--- config.mk ---
export PLATFORM = sky130hd
export DESIGN_NAME = pipe_stage_regs_flat
export DESIGN_NICKNAME = d
export VERILOG_FILES = /design/src/rtl/pipe_stage_regs_if.sv /design/src/rtl/pipe_stage_regs.sv /design/src/flat_wrapper.sv
export SDC_FILE = /design/constraint.sdc
export NUM_CORES = 1
export LEC_CHECK = 0
export BUFFER_PORTS_ARGS = -buffer_cell sky130_fd_sc_hd__buf_2
export CORE_MARGIN = 2
export CORE_UTILIZATION = 51
export DETAILED_ROUTE_END_ITERATION = 8
export PLACE_DENSITY = 0.9
export SLEW_MARGIN = 20
export SYNTH_ARGS = -nofsm -noshare
export SYNTH_HDL_FRONTEND = slang
export SYNTH_SLANG_ARGS = --single-unit
--- constraint.sdc ---
create_clock -name clk -period 1.8 [get_ports clk]
set_input_delay 0.09 -clock clk [delete_from_list [all_inputs] [get_ports clk]]
set_output_delay 0.09 -clock clk [all_outputs]
set_load 0.005 [all_outputs]
--- src/rtl/pipe_stage_regs_if.sv ---
// Handshake bundle between the pipeline register bank and the hazard/forwarding logic.
// With PIPE_STATS_EN defined, the bundle also carries the stall and retire counters.
interface pipe_stage_regs_if;
    localparam int unsigned XLEN   = 32;
    localparam int unsigned TNEW_W = 2;

    logic              stall;
    logic [XLEN-1:0]   F_instr;
    logic [XLEN-1:0]   F_pc;
    logic [TNEW_W-1:0] D_tnew_in;

    logic [XLEN-1:0]   D_instr;
    logic [XLEN-1:0]   D_pc;
    logic [XLEN-1:0]   E_instr;
    logic [XLEN-1:0]   E_pc;
    logic [TNEW_W-1:0] E_tnew;
    logic [XLEN-1:0]   M_instr;
    logic [XLEN-1:0]   M_pc;
    logic [TNEW_W-1:0] M_tnew;
    logic [XLEN-1:0]   W_instr;
    logic [XLEN-1:0]   W_pc;
`ifdef PIPE_STATS_EN
    logic [XLEN-1:0]   stall_cnt;
    logic [XLEN-1:0]   retire_cnt;
`endif

    modport master (
        output stall, F_instr, F_pc, D_tnew_in,
        input  D_instr, D_pc, E_instr, E_pc, E_tnew,
        input  M_instr, M_pc, M_tnew, W_instr, W_pc
`ifdef PIPE_STATS_EN
        , input stall_cnt, retire_cnt
`endif
    );

    modport slave (
        input  stall, F_instr, F_pc, D_tnew_in,
        output D_instr, D_pc, E_instr, E_pc, E_tnew,
        output M_instr, M_pc, M_tnew, W_instr, W_pc
`ifdef PIPE_STATS_EN
        , output stall_cnt, retire_cnt
`endif
    );
endinterface

--- src/rtl/pipe_stage_regs.sv ---
// F/D, D/E, E/M, M/W pipeline registers with stall/bubble handling and Tnew decay.
// Optional PIPE_STATS_EN adds free-running stall and retire counters.
module pipe_stage_regs #(
    parameter logic [31:0] RESET_PC  = 32'h0000_3000,
    parameter logic [31:0] NOP_INSTR = 32'h0000_0000
) (
    input  logic              clk,
    input  logic              reset,
    pipe_stage_regs_if.slave  bus
);
    localparam int unsigned XLEN   = 32;
    localparam int unsigned TNEW_W = 2;

    // Tnew counts down toward zero and saturates there.
    function automatic logic [TNEW_W-1:0] sat_dec(input logic [TNEW_W-1:0] x);
        return (x == TNEW_W'(0)) ? TNEW_W'(0) : x - TNEW_W'(1);
    endfunction

    logic [XLEN-1:0]   d_instr_q, d_instr_d;
    logic [XLEN-1:0]   d_pc_q,    d_pc_d;
    logic [XLEN-1:0]   e_instr_q, e_instr_d;
    logic [XLEN-1:0]   e_pc_q,    e_pc_d;
    logic [TNEW_W-1:0] e_tnew_q,  e_tnew_d;
    logic [XLEN-1:0]   m_instr_q, m_instr_d;
    logic [XLEN-1:0]   m_pc_q,    m_pc_d;
    logic [TNEW_W-1:0] m_tnew_q,  m_tnew_d;
    logic [XLEN-1:0]   w_instr_q, w_instr_d;
    logic [XLEN-1:0]   w_pc_q,    w_pc_d;

    // Next-state for every stage; M and W always drain, F/D and D/E obey stall.
    always_comb begin
        d_instr_d = d_instr_q;
        d_pc_d    = d_pc_q;
        e_instr_d = e_instr_q;
        e_pc_d    = e_pc_q;
        e_tnew_d  = e_tnew_q;

        m_instr_d = e_instr_q;
        m_pc_d    = e_pc_q;
        m_tnew_d  = sat_dec(e_tnew_q);
        w_instr_d = m_instr_q;
        w_pc_d    = m_pc_q;

        if (bus.stall) begin
            // Bubble keeps the held D PC so traces still show where it came from.
            e_instr_d = NOP_INSTR;
            e_pc_d    = d_pc_q;
            e_tnew_d  = TNEW_W'(0);
        end else begin
            d_instr_d = bus.F_instr;
            d_pc_d    = bus.F_pc;
            e_instr_d = d_instr_q;
            e_pc_d    = d_pc_q;
            e_tnew_d  = bus.D_tnew_in;
        end
    end

    always_ff @(posedge clk) begin
        if (!reset) begin
            d_instr_q <= NOP_INSTR;
            d_pc_q    <= RESET_PC;
            e_instr_q <= NOP_INSTR;
            e_pc_q    <= RESET_PC;
            e_tnew_q  <= TNEW_W'(0);
            m_instr_q <= NOP_INSTR;
            m_pc_q    <= RESET_PC;
            m_tnew_q  <= TNEW_W'(0);
            w_instr_q <= NOP_INSTR;
            w_pc_q    <= RESET_PC;
        end else begin
            d_instr_q <= d_instr_d;
            d_pc_q    <= d_pc_d;
            e_instr_q <= e_instr_d;
            e_pc_q    <= e_pc_d;
            e_tnew_q  <= e_tnew_d;
            m_instr_q <= m_instr_d;
            m_pc_q    <= m_pc_d;
            m_tnew_q  <= m_tnew_d;
            w_instr_q <= w_instr_d;
            w_pc_q    <= w_pc_d;
        end
    end

    assign bus.D_instr = d_instr_q;
    assign bus.D_pc    = d_pc_q;
    assign bus.E_instr = e_instr_q;
    assign bus.E_pc    = e_pc_q;
    assign bus.E_tnew  = e_tnew_q;
    assign bus.M_instr = m_instr_q;
    assign bus.M_pc    = m_pc_q;
    assign bus.M_tnew  = m_tnew_q;
    assign bus.W_instr = w_instr_q;
    assign bus.W_pc    = w_pc_q;

`ifdef PIPE_STATS_EN
    logic [XLEN-1:0] stall_cnt_q,  stall_cnt_d;
    logic [XLEN-1:0] retire_cnt_q, retire_cnt_d;

    // Retire counts the instruction sitting in W at the edge; both wrap naturally.
    always_comb begin
        stall_cnt_d  = stall_cnt_q  + XLEN'(bus.stall);
        retire_cnt_d = retire_cnt_q + XLEN'(w_instr_q != NOP_INSTR);
    end

    always_ff @(posedge clk) begin
        if (!reset) begin
            stall_cnt_q  <= XLEN'(0);
            retire_cnt_q <= XLEN'(0);
        end else begin
            stall_cnt_q  <= stall_cnt_d;
            retire_cnt_q <= retire_cnt_d;
        end
    end

    assign bus.stall_cnt  = stall_cnt_q;
    assign bus.retire_cnt = retire_cnt_q;
`endif
endmodule

--- src/flat_wrapper.sv ---
// flat-port wrapper written by rule: the top's interface ports become plain ports
module pipe_stage_regs_flat 
#(
    parameter logic [31:0] RESET_PC  = 32'h0000_3000,
    parameter logic [31:0] NOP_INSTR = 32'h0000_0000
)
  (clk, reset, bus_stall, bus_F_instr, bus_F_pc, bus_D_tnew_in, bus_D_instr, bus_D_pc, bus_E_instr, bus_E_pc, bus_E_tnew, bus_M_instr, bus_M_pc, bus_M_tnew, bus_W_instr, bus_W_pc);
  pipe_stage_regs_if bus_i ();
  input  logic clk;
  input  logic reset;
  input wire logic [$bits(bus_i.stall)-1:0] bus_stall;
  input wire logic [$bits(bus_i.F_instr)-1:0] bus_F_instr;
  input wire logic [$bits(bus_i.F_pc)-1:0] bus_F_pc;
  input wire logic [$bits(bus_i.D_tnew_in)-1:0] bus_D_tnew_in;
  output wire logic [$bits(bus_i.D_instr)-1:0] bus_D_instr;
  output wire logic [$bits(bus_i.D_pc)-1:0] bus_D_pc;
  output wire logic [$bits(bus_i.E_instr)-1:0] bus_E_instr;
  output wire logic [$bits(bus_i.E_pc)-1:0] bus_E_pc;
  output wire logic [$bits(bus_i.E_tnew)-1:0] bus_E_tnew;
  output wire logic [$bits(bus_i.M_instr)-1:0] bus_M_instr;
  output wire logic [$bits(bus_i.M_pc)-1:0] bus_M_pc;
  output wire logic [$bits(bus_i.M_tnew)-1:0] bus_M_tnew;
  output wire logic [$bits(bus_i.W_instr)-1:0] bus_W_instr;
  output wire logic [$bits(bus_i.W_pc)-1:0] bus_W_pc;
  assign bus_i.stall = bus_stall;
  assign bus_i.F_instr = bus_F_instr;
  assign bus_i.F_pc = bus_F_pc;
  assign bus_i.D_tnew_in = bus_D_tnew_in;
  assign bus_D_instr = bus_i.D_instr;
  assign bus_D_pc = bus_i.D_pc;
  assign bus_E_instr = bus_i.E_instr;
  assign bus_E_pc = bus_i.E_pc;
  assign bus_E_tnew = bus_i.E_tnew;
  assign bus_M_instr = bus_i.M_instr;
  assign bus_M_pc = bus_i.M_pc;
  assign bus_M_tnew = bus_i.M_tnew;
  assign bus_W_instr = bus_i.W_instr;
  assign bus_W_pc = bus_i.W_pc;
  pipe_stage_regs #(.RESET_PC(RESET_PC), .NOP_INSTR(NOP_INSTR)) u_core (.clk(clk), .reset(reset), .bus(bus_i));
endmodule
==> results.md <==
- Cell taking the most area after synthesis: dfxtp_1
- Slew Limit Fails: 0
- Final WS setup: 0.5902 ns
- Distinct cell type count after synthesis: 16
- Syn nets: 694
- Core Rows: 45
- Synth area leaders: dfxtp_1 (67%), and2_1 (15%), mux2i_1 (8.2%), nor2b_1 (5.0%), buf_12 (1.5%)
- Wire length on met1: 7505 um
- Die footprint: 16270 um2
- Post-layout minimum cycle time: 1.210 ns
- Synthesis Warnings: 0
- Final period utilization: 67.21%
- Post-synth EDFFs: 0
- Critical path class: reg -> reg
- Dpl ws: 0.7002 ns
- Largest net degree at the start of global routing: 114
- Most instantiated library cell after synthesis: dfxtp_1
- Cell area after layout: 11020 um2
- Placed insts: 1109
- Layout cells sized above 1: 36.23%
- DP Wirelength: 12060 um
- Final setup vio count: 0
- Maximum fanout along the worst path: 3
- Status: finished clean
- Crit end category: flop
- Final Wtd Congestion: 0.7754
- Via count: 5641
- Most common library cells after synthesis: dfxtp_1 (260), and2_1 (188), mux2i_1 (64)
- Via/cell ratio: 4.609
- All-Layer GR Usage: 23.48%
- Initial antenna violation count: 1
- DR WL met3: 1528 um
- Die H: 127.6 um
- Power Density: 1117 nW/um2
- H-tree depth: 1
- Top layer in use: met4
- Worst slew pin tran: 0.4000 ns
- Share of the synthesized area in the top cell type: 66.84%
- FMAX: 826.6 MHz
- Slew Limit Headroom: 73.34%
- Final hold violations: 0
- Post-synthesis instance total: 624
- Drt drc: 0
- Die Wd: 127.6 um
- Clock skew: 0.005919 ns
- CP startpoint kind: flop
- Root buffer cell: clkbuf_16
- CTS tree: done
- # IOs: 329
- Post-route ant nets: 0
- Pre-antenna DRT Iters: 4
- Async SR Flop Fraction: 0%
- P_leak: 5.583 nW
- Post-Syn Area: 7787 um2
- First-pass GRT wire length: 30260 um
- P&R area growth vs syn: 41.53%
- Effective utilization at floorplan: 51.80%
- Met2 routed WL: 10510 um
- Final core utilization: 73.32%
- RSZ-0062 raised after global routing: false
- Wire per inst: 16.51 um
- Area post-placement: 9448 um2
- Port-buffer cells: 328
- Skew-Pair Late Insertion Delay: 0.50 ns
- Tot Pwr: 12.31 mW
- # resized after CTS: 0
- Core Area: 15030 um2
- Total negative setup slack: 0 ns
- Final Non-Filler Cells: 1224
- Nets: 1087
- Clk sinks: 260
- Max_cap viols: 0
- Flops & latches, synth: 260
- Overall routed net length: 20200 um
- Ys flop type: dfxtp_1
- Vias in the first global route: 5769
- Post-CTS setup buffers: 0
- Longest Clk Path Bufs: 3
- VDD IR max: 0.7954 mV
- Arrival time at the worst endpoint: 1.60 ns
- Mean post-synth cell area: 12.48 um2
- Critical Path RT: 2.19 ns
- Min-delay worst type: in -> reg
- Seq/Total Area, Yosys: 66.84%
- CTS clk-pin slew, worst paths: 0.06 ns
- Initial DRC count: 208
- Total gr overflow: 0
- TritonCTS Buffers: 25
- Hold WS: 0.04924 ns
critical path, cell delays in order, from the launching register on:
cell           delay, ns
dfxtp_1             0.33
mux2i_1             0.16
dlygate4sd3_1       0.57
nor2b_1             0.04
layer usage:
metal | vias up | global-route usage, %
met1 | 2619 | 24.70
met2 | 239 | 44.35
met3 | 51 | 6.700
met5 | - | 0
li1 | 2732 | -
met4 | 0 | 8.468
cells in the final DEF, fill, tap and decap left out:
master,instances
dfxtp_1,260
clkbuf_8,2
clkinv_2,5
nor2_1,2
clkbuf_1,3
buf_2,326
bufinv_16,5
clkinv_4,3
diode_2,1
nand2_1,2
and2b_4,1
inv_1,2
buf_4,3
buf_12,3
dlygate4sd3_1,69
mux2i_1,64
and2_1,188
ha_1,1
nor2b_1,62
clkinvlp_4,2
nand2b_1,7
clkbuf_16,25
path summary, 6_finish.rpt:
check / cells past startpoint / endpoint / start / slack, ns
max: 3 / u_core.bus.D_pc[1] / u_core.bus.D_pc[1] / 0.59
min: 3 / u_core.bus.D_pc[4] / bus_stall / 0.05
max reg2reg: 3 / u_core.bus.D_pc[1] / u_core.bus.D_pc[1] / 0.59
min reg2reg: 1 / u_core.bus.M_instr[13] / u_core.bus.E_instr[13] / 0.45
where the power goes:
group	internal, mW	leakage (nW)	switching (mW)
Combinational	0.429	3.04	0.340
Clock	3.36	0.429	2.14
Sequential	5.93	2.12	0.110
cell families (layout without fill, tap and decap cells):
| kind of cell | Yosys count | after routing | synth area share [%] |
|---|---|---|---|
| flops | 260 | 260 | 66.84 |
| other cells | 0 | 1 | 0 |
| buf+inv | 37 | 448 | 3.808 |
| mux | 64 | 64 | 8.226 |
| simple gates | 262 | 262 | 20.97 |
| fa+ha+maj | 1 | 1 | 0.1606 |
area by class of cell:
type	count	area (um2)
Fill cell	925	4011
Multi-Input combinational cell	327	2286
Antenna cell	1	2.502
Inverter	2	7.507
Timing Repair Buffer	401	2405
Tap cell	188	235.2
Clock inverter	15	216.5
Sequential cell	260	5205
Clock buffer	30	664.4
flip-flops by register name, indices dropped and copies added (netlist names):
signal              cells
u_core.bus.D_instr     32
u_core.bus.D_pc        32
u_core.bus.E_instr     32
u_core.bus.E_pc        32
u_core.bus.E_tnew       2
u_core.bus.M_instr     32
u_core.bus.M_pc        32
u_core.bus.M_tnew       2
u_core.bus.W_instr     32
u_core.bus.W_pc        32
timing repair:
item                       4_1_cts  5_1_grt
hold buffers                    69        0
hold endpoints to repair        66        0
setup endpoints to repair        0        0
No activity file was read; power rests on OpenSTA's default activity.
